===== src/rtl/ball_ctl_pkg.sv =====
// ball_ctl_pkg
//   Shared geometry constants, the coordinate type and the state encoding for
//   the ball motion controller. The draw stages import the same package, so
//   screen size and paddle geometry stay consistent across the video pipeline.
//   No ports; this is a package.
package ball_ctl_pkg;

  localparam int H_RES    = 1024;
  localparam int V_RES    = 768;
  localparam int BALL_R   = 10;
  localparam int STEP     = 4;
  localparam int PADDLE_Y = 740;
  localparam int PADDLE_W = 128;

  // Signed coordinates one bit wider than the outputs, so a step past the
  // screen edge shows up as a value beyond the limit instead of wrapping.
  typedef logic signed [11:0] coord_t;

  localparam coord_t STEP_C   = coord_t'(STEP);
  localparam coord_t RADIUS_C = coord_t'(BALL_R);
  localparam coord_t X_MIN    = coord_t'(BALL_R);
  localparam coord_t X_MAX    = coord_t'(H_RES - 1 - BALL_R);
  localparam coord_t Y_MIN    = coord_t'(BALL_R);
  // The y axis has no bottom wall; the paddle/miss logic owns that edge, so
  // the upper limit is parked at a value the ball can never reach.
  localparam coord_t Y_NONE   = 12'sh7FF;
  localparam coord_t PAD_TOP  = coord_t'(PADDLE_Y);
  localparam coord_t PAD_SPAN = coord_t'(PADDLE_W - 1);
  localparam coord_t FLOOR_C  = coord_t'(V_RES - 1);

  localparam logic [10:0] RESET_X     = 11'(H_RES / 2);
  localparam logic [10:0] PARK_Y      = 11'(PADDLE_Y - BALL_R - 1);
  localparam logic [10:0] HALF_PADDLE = 11'(PADDLE_W / 2);

  typedef enum logic [1:0] {
    ST_IDLE = 2'd0,
    ST_MOVE = 2'd1,
    ST_LOST = 2'd2
  } state_t;

  function automatic coord_t widen(input logic [10:0] v);
    return coord_t'({1'b0, v});
  endfunction

endpackage


===== src/rtl/ball_ctl_axis.sv =====
// ball_axis
//   Purely combinational per-axis motion: step the position one STEP in the
//   current direction, then clamp and reflect against the low/high limits.
// Ports
//   pos      in  11  current centre coordinate
//   dir      in  1   1 = increasing coordinate, 0 = decreasing
//   lo, hi   in  12  signed limits; reaching or passing one clamps and reflects
//   raw      out 12  unclamped stepped coordinate (used for paddle/miss tests)
//   next_pos out 11  clamped coordinate to load on the frame tick
//   next_dir out 1   direction after any reflection
module ball_axis
  import ball_ctl_pkg::*;
(
  input  logic [10:0] pos,
  input  logic        dir,
  input  coord_t      lo,
  input  coord_t      hi,
  output coord_t      raw,
  output logic [10:0] next_pos,
  output logic        next_dir
);

  always_comb begin
    raw      = dir ? widen(pos) + STEP_C : widen(pos) - STEP_C;
    next_pos = raw[10:0];
    next_dir = dir;
    if (!dir && raw <= lo) begin
      next_pos = lo[10:0];
      next_dir = 1'b1;
    end else if (dir && raw >= hi) begin
      next_pos = hi[10:0];
      next_dir = 1'b0;
    end
  end

endmodule


===== src/rtl/ball_ctl.sv =====
// ball_ctl
//   Arkanoid ball motion controller. Once per frame (rising edge of vblnk_in)
//   it parks the ball on the paddle, or moves it and bounces it off the walls
//   and the paddle, or reports a lost ball. Outputs only change on the cycle
//   after the frame tick, so they are stable through active video.
// Ports
//   pclk      in  1   pixel clock
//   reset_n   in  1   asynchronous active-low reset (released synchronously)
//   vblnk_in  in  1   vertical blank; its rising edge is the frame tick
//   start     in  1   launch request, only looked at on a tick while parked
//   paddle_x  in  11  paddle left edge
//   x_pos     out 11  ball centre column
//   y_pos     out 11  ball centre row
//   ball_lost out 1   one-cycle pulse when the ball falls past the paddle
//   moving    out 1   high while the ball is in flight
module ball_ctl
  import ball_ctl_pkg::*;
(
  input  logic        pclk,
  input  logic        reset_n,
  input  logic        vblnk_in,
  input  logic        start,
  input  logic [10:0] paddle_x,
  output logic [10:0] x_pos,
  output logic [10:0] y_pos,
  output logic        ball_lost,
  output logic        moving
);

  logic [1:0]  rst_sync;
  logic        rst_n;
  logic        vblnk_d;
  logic        tick;
  state_t      state, state_nx;
  logic        dir_x, dir_y, dir_x_nx, dir_y_nx;
  logic [10:0] x_nx, y_nx;
  logic        lost_nx;
  coord_t      nx_raw, ny_raw;
  logic [10:0] ax_pos, ay_pos;
  logic        ax_dir, ay_dir;
  logic        paddle_hit, miss;

  // Reset takes effect immediately but is released on a clock edge, so all
  // state flops leave reset on the same cycle.
  always_ff @(posedge pclk or negedge reset_n) begin
    if (!reset_n) rst_sync <= 2'b00;
    else          rst_sync <= {rst_sync[0], 1'b1};
  end

  assign rst_n = rst_sync[1];
  assign tick  = vblnk_in & ~vblnk_d;

  // dir = 1 means right (x) or down (y).
  ball_axis u_axis_x (
    .pos(x_pos), .dir(dir_x), .lo(X_MIN), .hi(X_MAX),
    .raw(nx_raw), .next_pos(ax_pos), .next_dir(ax_dir)
  );

  ball_axis u_axis_y (
    .pos(y_pos), .dir(dir_y), .lo(Y_MIN), .hi(Y_NONE),
    .raw(ny_raw), .next_pos(ay_pos), .next_dir(ay_dir)
  );

  // The paddle only catches a ball that was above its top edge and is
  // crossing it this frame; once below, only the miss test can fire.
  assign paddle_hit = dir_y
                    && (widen(y_pos) + RADIUS_C < PAD_TOP)
                    && (ny_raw + RADIUS_C >= PAD_TOP)
                    && (nx_raw >= widen(paddle_x))
                    && (nx_raw <= widen(paddle_x) + PAD_SPAN);

  assign miss = dir_y && (ny_raw + RADIUS_C >= FLOOR_C);

  // Next-state logic. Nothing changes between ticks; on a miss the
  // position freezes where it was so the lost ball stays visible.
  always_comb begin
    state_nx = state;
    x_nx     = x_pos;
    y_nx     = y_pos;
    dir_x_nx = dir_x;
    dir_y_nx = dir_y;
    lost_nx  = 1'b0;
    if (tick) begin
      case (state)
        ST_IDLE: begin
          x_nx = paddle_x + HALF_PADDLE;
          y_nx = PARK_Y;
          if (start) begin
            state_nx = ST_MOVE;
            dir_x_nx = 1'b1;
            dir_y_nx = 1'b0;
          end
        end
        ST_MOVE: begin
          if (miss && !paddle_hit) begin
            state_nx = ST_LOST;
            lost_nx  = 1'b1;
          end else begin
            x_nx     = ax_pos;
            dir_x_nx = ax_dir;
            if (paddle_hit) begin
              y_nx     = PARK_Y;
              dir_y_nx = 1'b0;
            end else begin
              y_nx     = ay_pos;
              dir_y_nx = ay_dir;
            end
          end
        end
        ST_LOST: state_nx = ST_IDLE;
        default: state_nx = ST_IDLE;
      endcase
    end
  end

  // State and output registers.
  always_ff @(posedge pclk or negedge rst_n) begin
    if (!rst_n) begin
      state     <= ST_IDLE;
      vblnk_d   <= 1'b0;
      x_pos     <= RESET_X;
      y_pos     <= PARK_Y;
      dir_x     <= 1'b1;
      dir_y     <= 1'b0;
      ball_lost <= 1'b0;
      moving    <= 1'b0;
    end else begin
      state     <= state_nx;
      vblnk_d   <= vblnk_in;
      x_pos     <= x_nx;
      y_pos     <= y_nx;
      dir_x     <= dir_x_nx;
      dir_y     <= dir_y_nx;
      ball_lost <= lost_nx;
      moving    <= (state_nx == ST_MOVE);
    end
  end

endmodule

===== config.mk =====
export PLATFORM = sky130hd
export DESIGN_NAME = ball_ctl
export DESIGN_NICKNAME = d
export VERILOG_FILES = /design/src/rtl/ball_ctl_pkg.sv /design/src/rtl/ball_ctl_axis.sv /design/src/rtl/ball_ctl.sv
export SDC_FILE = /design/constraint.sdc
export NUM_CORES = 1
export LEC_CHECK = 0
export BUFFER_PORTS_ARGS = -buffer_cell sky130_fd_sc_hd__clkbuf_2
export CORE_MARGIN = 5
export CORE_UTILIZATION = 25
export CTS_CLUSTER_DIAMETER = 120
export DETAILED_ROUTE_END_ITERATION = 7
export PLACE_DENSITY = 0.38
export SLEW_MARGIN = 20
export SYNTH_ARGS = -nofsm -noshare
export SYNTH_HDL_FRONTEND = slang
export SYNTH_SLANG_ARGS = --single-unit

===== constraint.sdc =====
create_clock -name pclk -period 1.26 [get_ports pclk]
set_input_delay 0.126 -clock pclk [delete_from_list [all_inputs] [get_ports pclk]]
set_output_delay 0.126 -clock pclk [all_outputs]
set_load 0.03 [all_outputs]

==> flow_summary.json, run 1 <==
{
  "status": "finished with violations",
  "violations": "negative setup slack",
  "areaGrowthSynthToFinish_pct": 67.4,
  "crit_path_start_kind": "flop",
  "dr_total_vias": 4173,
  "slew_headroom": 0.552,
  "vias_per_cell": 4.89,
  "min_period_ns": 3.88,
  "clock_skew_ns": 0.0107,
  "grt_max_degree": 16,
  "rsz0062_at_grt": "true",
  "synth_xor_area_frac": 0.0650,
  "clock_path_buffers": 2,
  "syn_avg_cell_area_sq_um": 8.14,
  "async_flop_share": 1.00,
  "max_freq_ghz": 0.258,
  "wirelength_um": 13500,
  "use_met2": 0.246,
  "holdCritPathClass": "input port to asynchronous set/reset pin",
  "finalMaxSlewViolations": 0,
  "dp_hpwl_um": 11300,
  "cts_sinks": 31,
  "grtUsageMet1": 0.251,
  "synth_seq_cells": 31,
  "top_usage_layer": "met1",
  "ios": 39,
  "drv_cap": 0,
  "synth_top_family_by_area": "compound AO/OA/AOI/OAI gates",
  "start_util": 0.252,
  "core_sq_um": 14400,
  "period_share": 3.08,
  "drt_pre_antenna_iters": 4,
  "yosysSeqAreaShare": 0.216,
  "setup_viol": 28,
  "synth-compound-area-share": 0.265,
  "synth_fp_nets": 514,
  "grt_pass1_vias": 4182,
  "worst_pin_slew_ns": 0.671,
  "grt_pass1_wl_um": 21700,
  "grt_use_total": 0.161,
  "yosys_most_used_dff": "dfrtp_1",
  "worst_slack_ns": -2.62,
  "rows": 44,
  "dieHeight_um": 131,
  "dieArea_sq_um": 17100,
  "cts_made_buffers": 5,
  "drc": 0,
  "crit_arrival_ns": 4.05,
  "synth_mux_area_frac": 0.0148,
  "cp.required_ns": 1.43,
  "avgRoutedWirePerCell_um": 15.8,
  "antennaDiodeCount": 0,
  "critical_path_class": "flop to flop",
  "path_clk_slew_ns": 0.06,
  "syn_inst": 447,
  "path_max_fanout": 9,
  "synthSimpleGateAreaFrac": 0.210,
  "clock_latency_ns": 0.28,
  "finalWeightedCongestion": 0.851,
  "synth-edff-count": 0,
  "cts_tree": "done",
  "cts_root_buffer": "clkbuf_16",
  "htree_levels": 2,
  "hold_slack_ns": 0.147,
  "final_hold_viol_count": 0,
  "gr-usage-met3": 0.0179,
  "final_nets": 736,
  "netlist_area_sq_um": 3640,
  "post_route_cells_drive_above_1_share": 0.449,
  "synthAdderAreaFrac": 0.183,
  "drt_iter0_markers": 189,
  "antenna_found_initial": 0,
  "io_buffers": 38,
  "dieWidth_um": 131,
  "yosys_warnings": 0,
  "overflow": 0,
  "antenna_left": 0,
  "worstSetupEndpointType": "flop",
  "ys_types": 65
}
-- synth_stat cells, types with 3 or more instances --
master     number  share of area
ha_1           50           0.17
nand2_1        34          0.035
nor2_1         34          0.035
inv_1          30          0.031
o21ai_0        30          0.041
a21oi_1        25          0.034
dfrtp_1        23           0.16
xnor2_1        22          0.053
nand3_1        14          0.019
nor3_1         12          0.017
o21a_1         12          0.025
nand4_1        11          0.019
a21o_1         10          0.021
a31oi_1         9          0.015
dfstp_2         8          0.058
nand2b_1        8          0.014
a211oi_1        7          0.014
nor2b_1         6          0.010
o211ai_1        6          0.012
o221ai_1        5          0.012
xor2_1          5          0.012
buf_2           4         0.0055
clkbuf_1        4         0.0041
nand4b_1        4         0.0096
o2111ai_1       4         0.0096
o21ai_1         4         0.0055
o22ai_1         4         0.0069
o31ai_1         4         0.0083
or4_1           4         0.0083
a2111oi_0       3         0.0072
a211o_1         3         0.0072
nor4_1          3         0.0052
-- layout make-up --
class | count | area (sq um)
Fill cell | 1468 | 8330
Multi-Input combinational cell | 376 | 3050
Timing Repair Buffer | 225 | 1730
Sequential cell | 31 | 790
Tap cell | 184 | 230
Clock buffer | 6 | 139
Inverter | 30 | 120
Clock inverter | 2 | 35.0
-- sequential cells by signal (all words and copies together) (netlist names) --
signal and count:
ball_lost 1, state 2, x_pos 11, moving 1
rst_sync 2, y_pos 11, dir_x 1, vblnk_d 1
dir_y 1
-- repair_timing --
item | CTS | global route
pin swaps | 13 | 14
gates resized for setup | 46 | 35
buffers inserted | 4 | 8
cloned | 0 | 1
endpoints found under the hold margin | 3 | 0
hold buffers | 2 | 0
setup endpoints to repair | 35 | 36
-- final timing paths --
path,startpoint,endpoint,slack [ns],cells past startpoint
setup / recovery,dir_x,x_pos[5],-2.62,17
hold / removal,reset_n,rst_sync[1],0.15,2
setup reg to reg,dir_x,x_pos[5],-2.62,17
hold reg to reg,rst_sync[1],dir_y,0.22,1
max in group asynchronous,rst_sync[1],y_pos[9],0.77,1
min in group pclk,vblnk_in,ball_lost,0.25,4
-- cell usage in the layout, fill, tap and decap left out, types with 4 or more instances in the layout --
cell,synthesis,routed
or4_1,4,4
buf_6,1,16
nand4_1,11,11
o21a_1,12,12
a31oi_1,9,6
o221ai_1,5,4
ha_1,50,43
xnor2_1,22,21
nand4b_1,4,4
buf_8,0,4
o21ai_2,0,6
o21ai_1,4,6
nor3_1,12,12
dfstp_2,8,8
dfrtp_1,23,20
buf_4,0,169
nand2_1,34,32
o22ai_1,4,4
nand2b_1,8,7
o21ai_0,30,19
clkbuf_2,0,30
o2111ai_1,4,4
inv_1,30,26
xor2_1,5,4
nand3_1,14,13
nor2_1,34,31
ha_4,0,6
a21o_1,10,10
nor2b_1,6,6
o211ai_1,6,6
clkbuf_16,0,5
a21oi_1,25,21
-- cell families after synthesis --
family / count (synthesis)
muxes: 5
other: 1
AOI/OAI and AO/OA: 144
adders and majority gates: 52
and+or+nand+nor: 147
DFF: 31
xor gates and xnor gates: 27
buffers and inverters: 40
-- worst max-delay path, stage by stage (launching register included) --
cell and delay [ns]:
dfstp_2 0.60, inv_8 0.06, ha_4 0.23, a211oi_4 0.23
o21ai_2 0.10, a21o_1 0.21, a21oi_2 0.19, xnor2_2 0.16
buf_4 0.16, ha_4 0.21, a2111oi_4 0.30, a211o_1 0.17
and4b_1 0.24, o211a_1 0.21, o31a_1 0.19, buf_6 0.17
o221ai_1 0.19, o21a_1 0.16
-- through the flow --
step | setup WS [ns] | util | TNS, ns | instances | instance area [sq um]
after floorplan | -2.42 | - | -64.65 | 447 | 3860
after global placement | -2.58 | 0.383 | -70.20 | 833 | 5530
after detailed placement | -2.67 | 0.383 | -72.26 | 833 | 5530
after CTS | -2.63 | 0.412 | -70.70 | 847 | 5940
after global routing | -2.77 | 0.422 | -75.40 | 854 | 6090
final | -2.62 | 0.422 | -69.96 | 854 | 6090
-- metal layers --
layer | up-vias | share of wire
met5 | - | 0
met4 | 0 | 0.0052
met3 | 7 | 0.031
met2 | 65 | 0.43
met1 | 1961 | 0.53
li1 | 2140 | -
Power of run 1 is not shown: default switching activity piles up to over one toggle a cycle in this logic, so the estimate is an artifact.
==> run 2, diff against run 1 <==
--- a/config.mk
+++ b/config.mk
@@ -10,8 +10,9 @@
 export CORE_UTILIZATION = 25
 export CTS_CLUSTER_DIAMETER = 120
 export DETAILED_ROUTE_END_ITERATION = 7
-export PLACE_DENSITY = 0.38
+export PLACE_DENSITY = 0.37
 export SLEW_MARGIN = 20
 export SYNTH_ARGS = -nofsm -noshare
 export SYNTH_HDL_FRONTEND = slang
+export SYNTH_HIERARCHICAL = 1
 export SYNTH_SLANG_ARGS = --single-unit
==> flow_summary.json, run 2 <==
{
  "status": "finished with violations",
  "violations": "negative setup slack",
  "finalMaxSlewViolations": 0,
  "overflow": 0,
  "cp.required_ns": 1.43,
  "critPathMaxStageDelay_ns": 0.55,
  "crit_path_top_delay_cell": "dfstp_2",
  "period_share": 3.56,
  "clock_path_buffers": 2,
  "grt_pass1_vias": 5540,
  "clock_latency_ns": 0.28,
  "synthTopCellsByArea": "ha_1 22%, dfrtp_1 11%, inv_1 6.1%",
  "vias_per_cell": 4.58,
  "path_clk_slew_ns": 0.05,
  "synth_top_cell_by_area": "ha_1",
  "wirelength_um": 17100,
  "grt_pass1_wl_um": 27600,
  "async_flop_share": 1.00,
  "start_util": 0.254,
  "avgRoutedWirePerCell_um": 14.6,
  "dr_total_vias": 5372,
  "syn_avg_cell_area_sq_um": 8.32,
  "finalWeightedCongestion": 0.819,
  "top_regs": "x_pos (11), y_pos (11)",
  "worst_pin_slew_ns": 0.717,
  "ys_types": 76,
  "worst_slack_ns": -3.22,
  "layout_common_cells": "160 x buf_4, 87 x ha_1, 83 x inv_1",
  "ios": 39,
  "synth_top_area_frac": 0.224,
  "grt_use_total": 0.145,
  "cts_tree": "done",
  "max_freq_ghz": 0.223,
  "drt_iter0_markers": 150,
  "synth-edff-count": 0,
  "slew_headroom": 0.518,
  "setup_viol": 28,
  "crit_arrival_ns": 4.65,
  "areaGrowthSynthToFinish_pct": 50.4,
  "final_common_cell": "buf_4",
  "drt_pre_antenna_iters": 4,
  "grt_max_degree": 30,
  "clock_skew_ns": 0.00333,
  "rsz0062_at_grt": "true",
  "final_nets": 1012,
  "io_buffers": 38,
  "synth_seq_cells": 31,
  "cts_made_buffers": 5,
  "holdCritPathClass": "input port to flop",
  "synth_common_cells": "92 x ha_1, 84 x inv_1, 35 x nand2_1, 35 x o21ai_0",
  "htree_levels": 2,
  "r2r_slack_ns": -3.22,
  "cts_sinks": 31,
  "final_hold_viol_count": 0,
  "yosys_most_used_dff": "dfrtp_1",
  "worstSetupEndpointType": "flop",
  "drv_cap": 0,
  "yosysSeqAreaShare": 0.153,
  "cp_top_family": "simple AND/OR/NAND/NOR gates",
  "critical_path_class": "flop to flop",
  "fill_cells": 2103,
  "antennaDiodeCount": 0,
  "dieHeight_um": 153,
  "cts_root_buffer": "clkbuf_16",
  "drc": 0,
  "core_sq_um": 20200,
  "post_route_cells_drive_above_1_share": 0.311,
  "yosys.cell_count.top_type": "ha_1",
  "dp_hpwl_um": 14600,
  "crit_chain": "clkinvlp_4, ha_4, a21oi_2, o211ai_1, nor4_2, nor4b_2, o21a_1, nor2_2, xnor2_2, ha_1, and4_4, nand2_2, a21oi_1, or4_1, o211a_4, o21ba_4, a221o_1, nand2_1, o21ai_1, mux2_4",
  "netlist_area_sq_um": 5130,
  "antenna_found_initial": 0,
  "yosys_warnings": 6,
  "dieWidth_um": 153,
  "final_core_util": 0.382,
  "dieArea_sq_um": 23500,
  "syn_inst": 617,
  "path_buf_inv": 1,
  "crit_path_start_kind": "flop",
  "antenna_left": 0,
  "rows": 52,
  "path_max_fanout": 5,
  "min_period_ns": 4.48
}
[run 2: cell types whose count changed after synthesis, moves of 7 or more]
cell / delta
inv_1: +54
ha_1: +42
mux2i_1: +27
mux2_4: +9
a221o_1: +7
[run 2: layout make-up]
type,count,area (sq um),share of cell area
timing repair buffer,216,1710,0.222
multi-input combinational,564,4400,0.570
sequential,31,787,0.102
clock inverter,1,7.51,0.000972
tap,270,338,0.0437
clock buffer,7,153,0.0198
inverter,85,323,0.0418
[run 2: final timing paths]
path | from | endpoint | depth (start not counted)
setup / recovery | dir_x | x_pos[1] | 20
hold / removal | start | state[0] | 3
setup reg to reg | dir_x | x_pos[1] | 20
hold reg to reg | rst_sync[1] | vblnk_d | 1
max in group asynchronous | rst_sync[1] | y_pos[3] | 1
min in group asynchronous | reset_n | rst_sync[0] | 2
[run 2: routing by layer]
layer / up-vias / global-route usage / part of all wire
li1: 2786 / - / -
met1: 2511 / 0.160 / 0.42
met2: 54 / 0.292 / 0.54
met3: 21 / 0.00905 / 0.013
met4: 0 / 0.0399 / 0.022
met5: - / 0 / 0
[run 2: cells by family after synthesis]
kind of cell | synth area share
compound gates | 0.244
simple gates | 0.155
buf+inv | 0.0794
fa+ha+maj | 0.232
mux | 0.0872
flops | 0.153
xor+xnor | 0.0478
other cells | 0.00146
[run 2: through the flow]
| step | worst slack (ns) | area, sq um | std cells | hold slack, ns | TNS [ns] |
|---|---|---|---|---|---|
| floorplan | -3.39 | 5450 | 693 | -0.170 | -84.54 |
| global placement | -3.19 | 7170 | 1157 | -0.0887 | -85.34 |
| detailed placement | -3.30 | 7170 | 1157 | -0.0837 | -88.33 |
| CTS | -3.22 | 7530 | 1168 | 0.127 | -84.90 |
| global route | -3.46 | 7720 | 1174 | 0.165 | -91.67 |
| finish | -3.22 | 7720 | 1174 | 0.117 | -84.05 |
[run 2: what timing repair did]
action / 4_1_cts / 5_1_grt
setup buffers: 1 / 8
pin swaps: 3 / 8
gates resized for setup: 37 / 40
hold buffers: 2 / 0
setup endpoints to repair: 38 / 35
endpoints found under the hold margin: 3 / 0
[run 2: worst register-to-register path, stage by stage, from the launching register on]
cell	delay, ns
dfstp_2	0.55
clkinvlp_4	0.20
ha_4	0.28
a21oi_2	0.14
o211ai_1	0.15
nor4_2	0.31
nor4b_2	0.10
o21a_1	0.18
nor2_2	0.14
xnor2_2	0.14
ha_1	0.29
and4_4	0.22
nand2_2	0.06
a21oi_1	0.05
or4_1	0.49
o211a_4	0.18
o21ba_4	0.21
a221o_1	0.31
nand2_1	0.06
o21ai_1	0.06
mux2_4	0.27
Power of run 2 is left out for the same reason.
